`config.mk`:
```
export PLATFORM = sky130hd
export DESIGN_NAME = mux4_rr_arbiter
export DESIGN_NICKNAME = d
export VERILOG_FILES = /design/src/rtl/mux4_rr_arbiter.sv
export SDC_FILE = /design/constraint.sdc
export NUM_CORES = 1
export LEC_CHECK = 0
export ABC_AREA = 1
export CORE_MARGIN = 3
export CORE_UTILIZATION = 50
export DETAILED_ROUTE_END_ITERATION = 10
export PLACE_DENSITY = 0.74
export SLEW_MARGIN = 5
export SYNTH_ARGS = -nofsm -noshare
export SYNTH_HDL_FRONTEND = slang
export SYNTH_SLANG_ARGS = --single-unit
```
`constraint.sdc`:
```
create_clock -name clk -period 1.7 [get_ports clk]
set_input_delay 0.17 -clock clk [delete_from_list [all_inputs] [get_ports clk]]
set_output_delay 0.17 -clock clk [all_outputs]
set_load 0.1 [all_outputs]
```
`src/rtl/mux4_rr_arbiter.sv`:
```
// Round-robin arbiter with a bounded hold quantum that owns the select lines of a
// 4:1 mux. Grant, valid and select outputs are all taken straight from flops.
module mux4_rr_arbiter #(
    parameter int QUANTUM = 4,
    parameter int CW      = 4
) (
    input  logic       clk,
    input  logic       rst,
    input  logic [3:0] req,
    output logic [3:0] gnt,
    output logic       valid,
    output logic       sel1,
    output logic       sel0
);

    typedef enum logic {
        IDLE  = 1'b0,
        GRANT = 1'b1
    } state_t;

    localparam logic [CW-1:0] CNT_MAX = CW'(QUANTUM - 1);

    state_t        state_reg, state_next;
    logic [1:0]    own_reg, own_next;
    logic [1:0]    ptr_reg, ptr_next;
    logic [CW-1:0] cnt_reg, cnt_next;
    logic [3:0]    gnt_reg, gnt_next;

    logic [1:0] cand [4];
    logic [3:0] hit;
    logic [1:0] pick;
    logic [3:0] own_onehot;
    logic       own_req;
    logic       others;
    logic       take;

    // Candidate at offset gi from the priority pointer; lowest offset with a request wins.
    for (genvar gi = 0; gi < 4; gi++) begin : g_rot
        assign cand[gi] = ptr_reg + 2'(gi);
        assign hit[gi]  = req[cand[gi]];
    end

    always_comb begin
        pick = cand[0];
        for (int i = 3; i >= 0; i--) begin
            if (hit[i]) begin
                pick = cand[i];
            end
        end
    end

    assign own_onehot = 4'b0001 << own_reg;
    assign own_req    = req[own_reg];
    assign others     = |(req & ~own_onehot);

    always_comb begin
        state_next = state_reg;
        own_next   = own_reg;
        ptr_next   = ptr_reg;
        cnt_next   = cnt_reg;
        take       = 1'b0;
        case (state_reg)
            IDLE: begin
                if (|req) begin
                    take = 1'b1;
                end
            end
            GRANT: begin
                if (!own_req) begin
                    if (others) begin
                        take = 1'b1;
                    end else begin
                        state_next = IDLE;
                        cnt_next   = '0;
                    end
                end else if (cnt_reg == CNT_MAX && others) begin
                    take = 1'b1;
                end else if (cnt_reg != CNT_MAX) begin
                    cnt_next = cnt_reg + CW'(1);
                end
            end
            default: state_next = IDLE;
        endcase
        // own_next is left untouched in IDLE so the mux select does not move.
        if (take) begin
            state_next = GRANT;
            own_next   = pick;
            cnt_next   = '0;
            ptr_next   = pick + 2'd1;
        end
        gnt_next = (state_next == GRANT) ? (4'b0001 << own_next) : 4'b0000;
    end

    always_ff @(posedge clk or posedge rst) begin
        if (rst) begin
            state_reg <= IDLE;
            own_reg   <= 2'd0;
            ptr_reg   <= 2'd0;
            cnt_reg   <= '0;
            gnt_reg   <= 4'b0000;
        end else begin
            state_reg <= state_next;
            own_reg   <= own_next;
            ptr_reg   <= ptr_next;
            cnt_reg   <= cnt_next;
            gnt_reg   <= gnt_next;
        end
    end

    assign gnt   = gnt_reg;
    assign valid = (state_reg == GRANT);
    assign sel1  = own_reg[1];
    assign sel0  = own_reg[0];

endmodule
```
==> results_dict.tcl <==
set metrics [dict create \
    status "completed" \
    maxSlewHeadroom_pct 69.3 \
    hold_viol 0 \
    cts_setup_buffers 0 \
    syn-cell-area_sq_um 885 \
    layout_min_cycle_time_ns 1.55 \
    criticalPathCategory "reg -> reg" \
    vias 825 \
    yosysSeqAreaShare_pct 36.8 \
    max_clock_freq_mhz 646 \
    cp_slowest_cell "dfrtp_2" \
    met2_usage_pct 26.9 \
    critPathBufInv 2 \
    fp.dieW_um 48.1 \
    num_io_pins 13 \
    clkSlewWorstSetupHoldPaths_ns 0.07 \
    muxShareOfSynthArea_pct 1.13 \
    n_antenna_cell 0 \
    finalSetupViolCount 0 \
    finClkSkew_ns 0.00471 \
    io_buffers 12 \
    grtUsageTotal_pct 16.6 \
    grt_pass1_wl_mm 2.73 \
    arrival_ns 1.75 \
    routedWlPerCell_um 10.8 \
    clock_latency_ns 0.27 \
    rsz0062_at_grt "false" \
    start_util_pct 56.1 \
    grt_use_met1_pct 23.1 \
    synth_compound_area_share_pct 5.09 \
    gp_congestion 0.828 \
    crit_family "simple AND/OR/NAND/NOR gates" \
    max_cap_violations 0 \
    grt_max_degree 14 \
    ff2ff_setup_slack_ns 0.15 \
    hpwl_mm 1.45 \
    synth-simple-area-share_pct 42.6 \
    critPathLaunchType "flip-flop" \
    vias_per_cell 5.22 \
    crit_end "gnt[2]$_DFF_PP0_" \
    cts_tree "done" \
    startpoint "ptr_reg[0]$_DFFE_PP0P_" \
    design.core.area_sq_um 1580 \
    n_fill_cell 131 \
    die-area_sq_um 2310 \
    num_rows 14 \
    worstPathRequired_ns 1.90 \
    drtAntennaViolNets 0 \
    clk_path_buf_depth 2 \
    finalCritPeriodShare_pct 91.1 \
    antenna_found_initial 0 \
    critPathMaxFanout 10 \
    final_nets 150 \
    crit_cells 13 \
    worstPathCellList "inv_8 > nand2_1 > nand3_1 > nand2_1 > inv_1 > nand2_1 > nand2_2 > nand2_2 > nand2_2 > nand3_2 > nand2_2 > nand2_1 > nor2_1" \
    ys_ff_latch 13 \
    firstDrtPassIters 4 \
    grt_use_met3_pct 5.64 \
    cts-buffers-inserted 3 \
    clock_sinks 13 \
    grt_overflow 0 \
    fin_util_pct 67.9 \
    syn_area_per_cell_sq_um 7.02 \
    hold_buffers 0 \
    postCtsResizedCells 0 \
    synthCells 126 \
    grt_pass1_vias 666 \
    area_growth_pct 21.1 \
    reg2reg_from "ptr_reg[0]$_DFFE_PP0P_" \
    slew_violations 0 \
    timing.rr.end "gnt[2]$_DFF_PP0_" \
    yosys_warnings 0 \
    die_height_um 48.1 \
    place_ws_ns -0.0297 \
    reg2regPathDepth 13 \
    endpoint_kind "flip-flop" \
    slowest_delay_ns 0.51 \
    cts-htree-levels 1 \
    drt_iter0_drc 20 \
    synth-adder-area-share_pct 1.41 \
    drive_gt1_share_pct 22.5 \
    min_path_type "in -> async" \
    wl_mm 1.70 \
    synth_xor_area_share_pct 2.97 \
    synth_top_family_by_area "simple AND/OR/NAND/NOR gates" \
    cts-root-buf "clkbuf_4" \
    setup_ws_ns 0.151 \
    synth_cell_types 21 \
    syn_nets 133 \
    drc_errors 0 \
    busiest_layer "met2" \
    worst_slew_pin_slew_ns 0.460 \
]
how the worst min path moves through the flow:
stage / start / end
2_1_floorplan: rst / cnt_reg[0]$_DFFE_PP0P_
3_3_place_gp: rst / gnt[1]$_DFF_PP0_
3_5_place_dp: rst / ptr_reg[0]$_DFFE_PP0P_
4_1_cts: rst / ptr_reg[0]$_DFFE_PP0P_
5_1_grt: rst / gnt[0]$_DFF_PP0_
6_report: rst / gnt[3]$_DFF_PP0_
cell type report:
cell class / instances / area [sq um] / area share, %
Inverter: 18 / 77.6 / 7.24
Multi-Input combinational cell: 94 / 470 / 43.9
Clock buffer: 4 / 26.3 / 2.45
Timing Repair Buffer: 13 / 148 / 13.8
Sequential cell: 13 / 329 / 30.7
Tap cell: 16 / 20.0 / 1.87
per-layer routing:
| layer | vias up | routed length [um] |
|---|---|---|
| li1 | 427 | - |
| met4 | 0 | 0 |
| met5 | - | 0 |
| met1 | 380 | 795 |
| met2 | 18 | 846 |
| met3 | 0 | 62 |
Yosys cell counts (all sizes together):
master	number	area [sq um]
nand2	50	215
buf	1	11.3
mux2i	1	10.0
nand3	13	80.1
xnor2	1	8.76
nand4	3	18.8
inv	18	77.6
nor2	14	62.6
xor2	2	17.5
dfrtp	13	325
o21ai	9	45.0
ha	1	12.5
kinds of logic after synthesis:
kind of cell / Yosys count
AO/OA/AOI/OAI: 9
XOR/XNOR: 3
adder cells (fa/ha/maj): 1
buffers and inverters: 19
flip-flops: 13
multiplexers: 1
AND/OR/NAND/NOR: 80
stage by stage:
step                      std cells  hold slack (ns)  TNS [ns]  cell area (sq um)
after CTS                       158            0.234         0               1070
after floorplan                 126           0.0468         0                887
after global placement          154            0.505   -0.0632               1040
after global routing            158            0.278         0               1070
final                           158            0.220         0               1070
after detailed placement        154            0.527    -0.130               1040
layout by cell type, fill, tap and decap left out, types with 2 or more instances in the layout:
cell,count
nand2_1,41
inv_1,14
nor2_1,12
nand3_1,10
dfrtp_1,10
nand2_2,8
o21ai_0,6
clkdlybuf4s50_1,5
buf_4,5
nand4_1,3
o21ai_1,3
nand3_2,3
clkbuf_4,3
dfrtp_2,3
buf_12,3
xor2_1,2
inv_2,2
Power is left out: the tool's default activity adds up to more than one toggle a clock period on the data nets, which glitch-free logic cannot reach.
==> RTL edit: new RTL, config.mk and constraints unchanged <==
Make the reset (`rst`) synchronous in one clocked block.
--- a/src/rtl/mux4_rr_arbiter.sv
+++ b/src/rtl/mux4_rr_arbiter.sv
@@ -92,5 +92,5 @@
     end
 
-    always_ff @(posedge clk or posedge rst) begin
+    always_ff @(posedge clk) begin
         if (rst) begin
             state_reg <= IDLE;
Check against the original RTL: differs if rst is asserted again (counterexample within 4 cycles, from zero or initial values and one cycle with rst high); with rst held inactive, the same outputs for 10 cycles.
==> RTL edit against the unedited design <==
- cell area is 1.6% lower
- fmax shrank 2.6%
- count of clock-buffer cells in the layout did not move
- sequential cell count did not move
- worst setup slack got worse by 0.042 ns
- via count grew 12%
- synthesized cell count grew 15%
- routed wire length rose by 15%
- area after synthesis fell by 5.7%
- largest cell class unchanged
==> RTL edit: results <==
group,metric,value,unit
place,pre_cts_slack,-0.08719,ns
synthesis,async_flop_share,0,%
synthesis,synth_area_leaders,"dfxtp_1 31%, nand2_1 27%, nand3_1 9.6%",
synthesis,seq_area_frac_synth,31.18,%
grt,grtUsageTotal,18.50,%
sta,worstMarginPinSlew,0.2797,ns
job,cap_viol_max_count,0,
critical_path,path_max_fanout,5,
synthesis,ys.flop_type,"dfxtp_1",
place,dpl.hpwl,1413,um
power,leakage,0.5606,nW
route,via_per_inst,5.133,
outcome,outcome,"completed",
place,dp.cells,175,
place,routabilityCongestion,0.8345,
hold_path,hold_path_class,"input port to flip-flop",
synthesis,yosys_warnings,0,
critical_path,ff2ff_setup_slack,0.11,ns
grt,grt_pass1_wl,2898,um
cells_and_area,fin_nets,172,
route,route.met3.wl,100,um
route,route.top_layer_used,"met4",
clock_network,cts-root-buf,"clkbuf_4",
grt,grt_max_degree,10,
route,first_iter_violations,30,
route,met1Wirelength,909,um
clock_network,post_cts_buffers,0,
synthesis,syn_area_per_cell,5.756,um2
cells_and_area,num-fill-cells,146,
cells_and_area,drive_gt1_share,20.73,%
sta,finalClockSkew,0.005800,ns
clock_network,cts_buffers,3,
route,routedWlPerCell,10.87,um
cells_and_area,antenna_cells,0,
clock_network,clk_pin_slew,0.08,ns
route,routed-wl-met2,911,um
synthesis,synth_top_cell_area_share,31.18,%
synthesis,synth_cell_types,16,
grt,grt_pass1_vias,710,
synthesis,syn-num-nets,152,
route,dr_total_vias,924,
sta,finalSetupViolations,0,
sta,finalCriticalPeriod,1.591,ns
synthesis,synth_common_cells,"60 x nand2_1, 19 x inv_1, 18 x nor2_1, 16 x nand3_1, 13 x dfxtp_1",
RTL edit: changes by cell type after synthesis, sizes merged:
cell,change
nor2,+6
nand2,+14
mux2i,-1
xnor2,+1
nor3,+1
a21oi,+4
nand4,-3
dfrtp,-13
nand3,+3
o21ai,-7
xor2,-2
inv,+3
dfxtp,+13
RTL edit: path summary, 6_finish.rpt:
| check | from | depth (start not counted) | to |
|---|---|---|---|
| worst min register to register | cnt_reg[1] | 2 | cnt_reg[1] |
| worst max register to register | cnt_reg[0] | 10 | gnt[2] |
| worst max-delay path | cnt_reg[0] | 10 | gnt[2] |
| worst min-delay path | rst | 2 | own_reg[1] |
RTL edit: area by class of cell:
cell class / count / area (um2) / share of cell area, %
Inverter: 21 / 78.83 / 7.482
Tap cell: 16 / 20.02 / 1.900
Sequential cell: 13 / 271.5 / 25.77
Multi-Input combinational cell: 111 / 519.2 / 49.29
Timing Repair Buffer: 15 / 137.6 / 13.06
Clock buffer: 4 / 26.28 / 2.494
RTL edit: cell families (layout without fill, tap and decap cells):
logic type | count (synthesis) | count (layout) | synth area share [%]
simple gates | 101 | 102 | 51.57
buf+inv | 22 | 40 | 10.04
xor+xnor | 2 | 2 | 2.099
flops | 13 | 13 | 31.18
compound gates | 6 | 6 | 3.597
fa+ha+maj | 1 | 1 | 1.499
RTL edit: per-layer routing:
| metal | track usage (%) | vias up |
|---|---|---|
| met1 | 23.95 | 405 |
| met3 | 3.831 | 5 |
| li1 | - | 480 |
| met4 | 9.945 | 0 |
| met5 | 0 | - |
| met2 | 28.73 | 34 |
RTL edit: timing repair:
action | CTS | global route
endpoints found under the hold margin | 0 | 0
resized for setup | 0 | 9
endpoints found under the setup margin | 0 | 9
RTL edit: through the flow:
| step | cell area, um2 | hold slack [ns] | TNS [ns] | utilization [%] |
|---|---|---|---|---|
| after CTS | 1022 | 0.5011 | 0 | 66.31 |
| after global routing | 1054 | 0.5181 | -0.002171 | 68.34 |
| final | 1054 | 0.4973 | 0 | 68.34 |
| after floorplan | 843.3 | 0.2294 | 0 | - |
| after detailed placement | 996.0 | 0.4957 | -0.4978 | 64.61 |
| after global placement | 996.0 | 0.4781 | -0.2009 | 64.61 |
RTL edit: report_power, final:
group	switching [mW]	leakage, nW	total (mW)	internal (mW)
Clock	0.0999	0.0150	0.191	0.0911
Combinational	0.996	0.437	1.41	0.413
Sequential	0.103	0.109	0.504	0.401
RTL edit: worst max-delay path, stage by stage, from the launching register on:
cell     delay, ns
dfxtp_1       0.39
ha_1          0.17
inv_1         0.06
nor3_1        0.21
nand2_1       0.13
nand3_2       0.12
nand2_4       0.08
nand2_1       0.08
inv_1         0.04
nor2_1        0.13
nor2_1        0.07
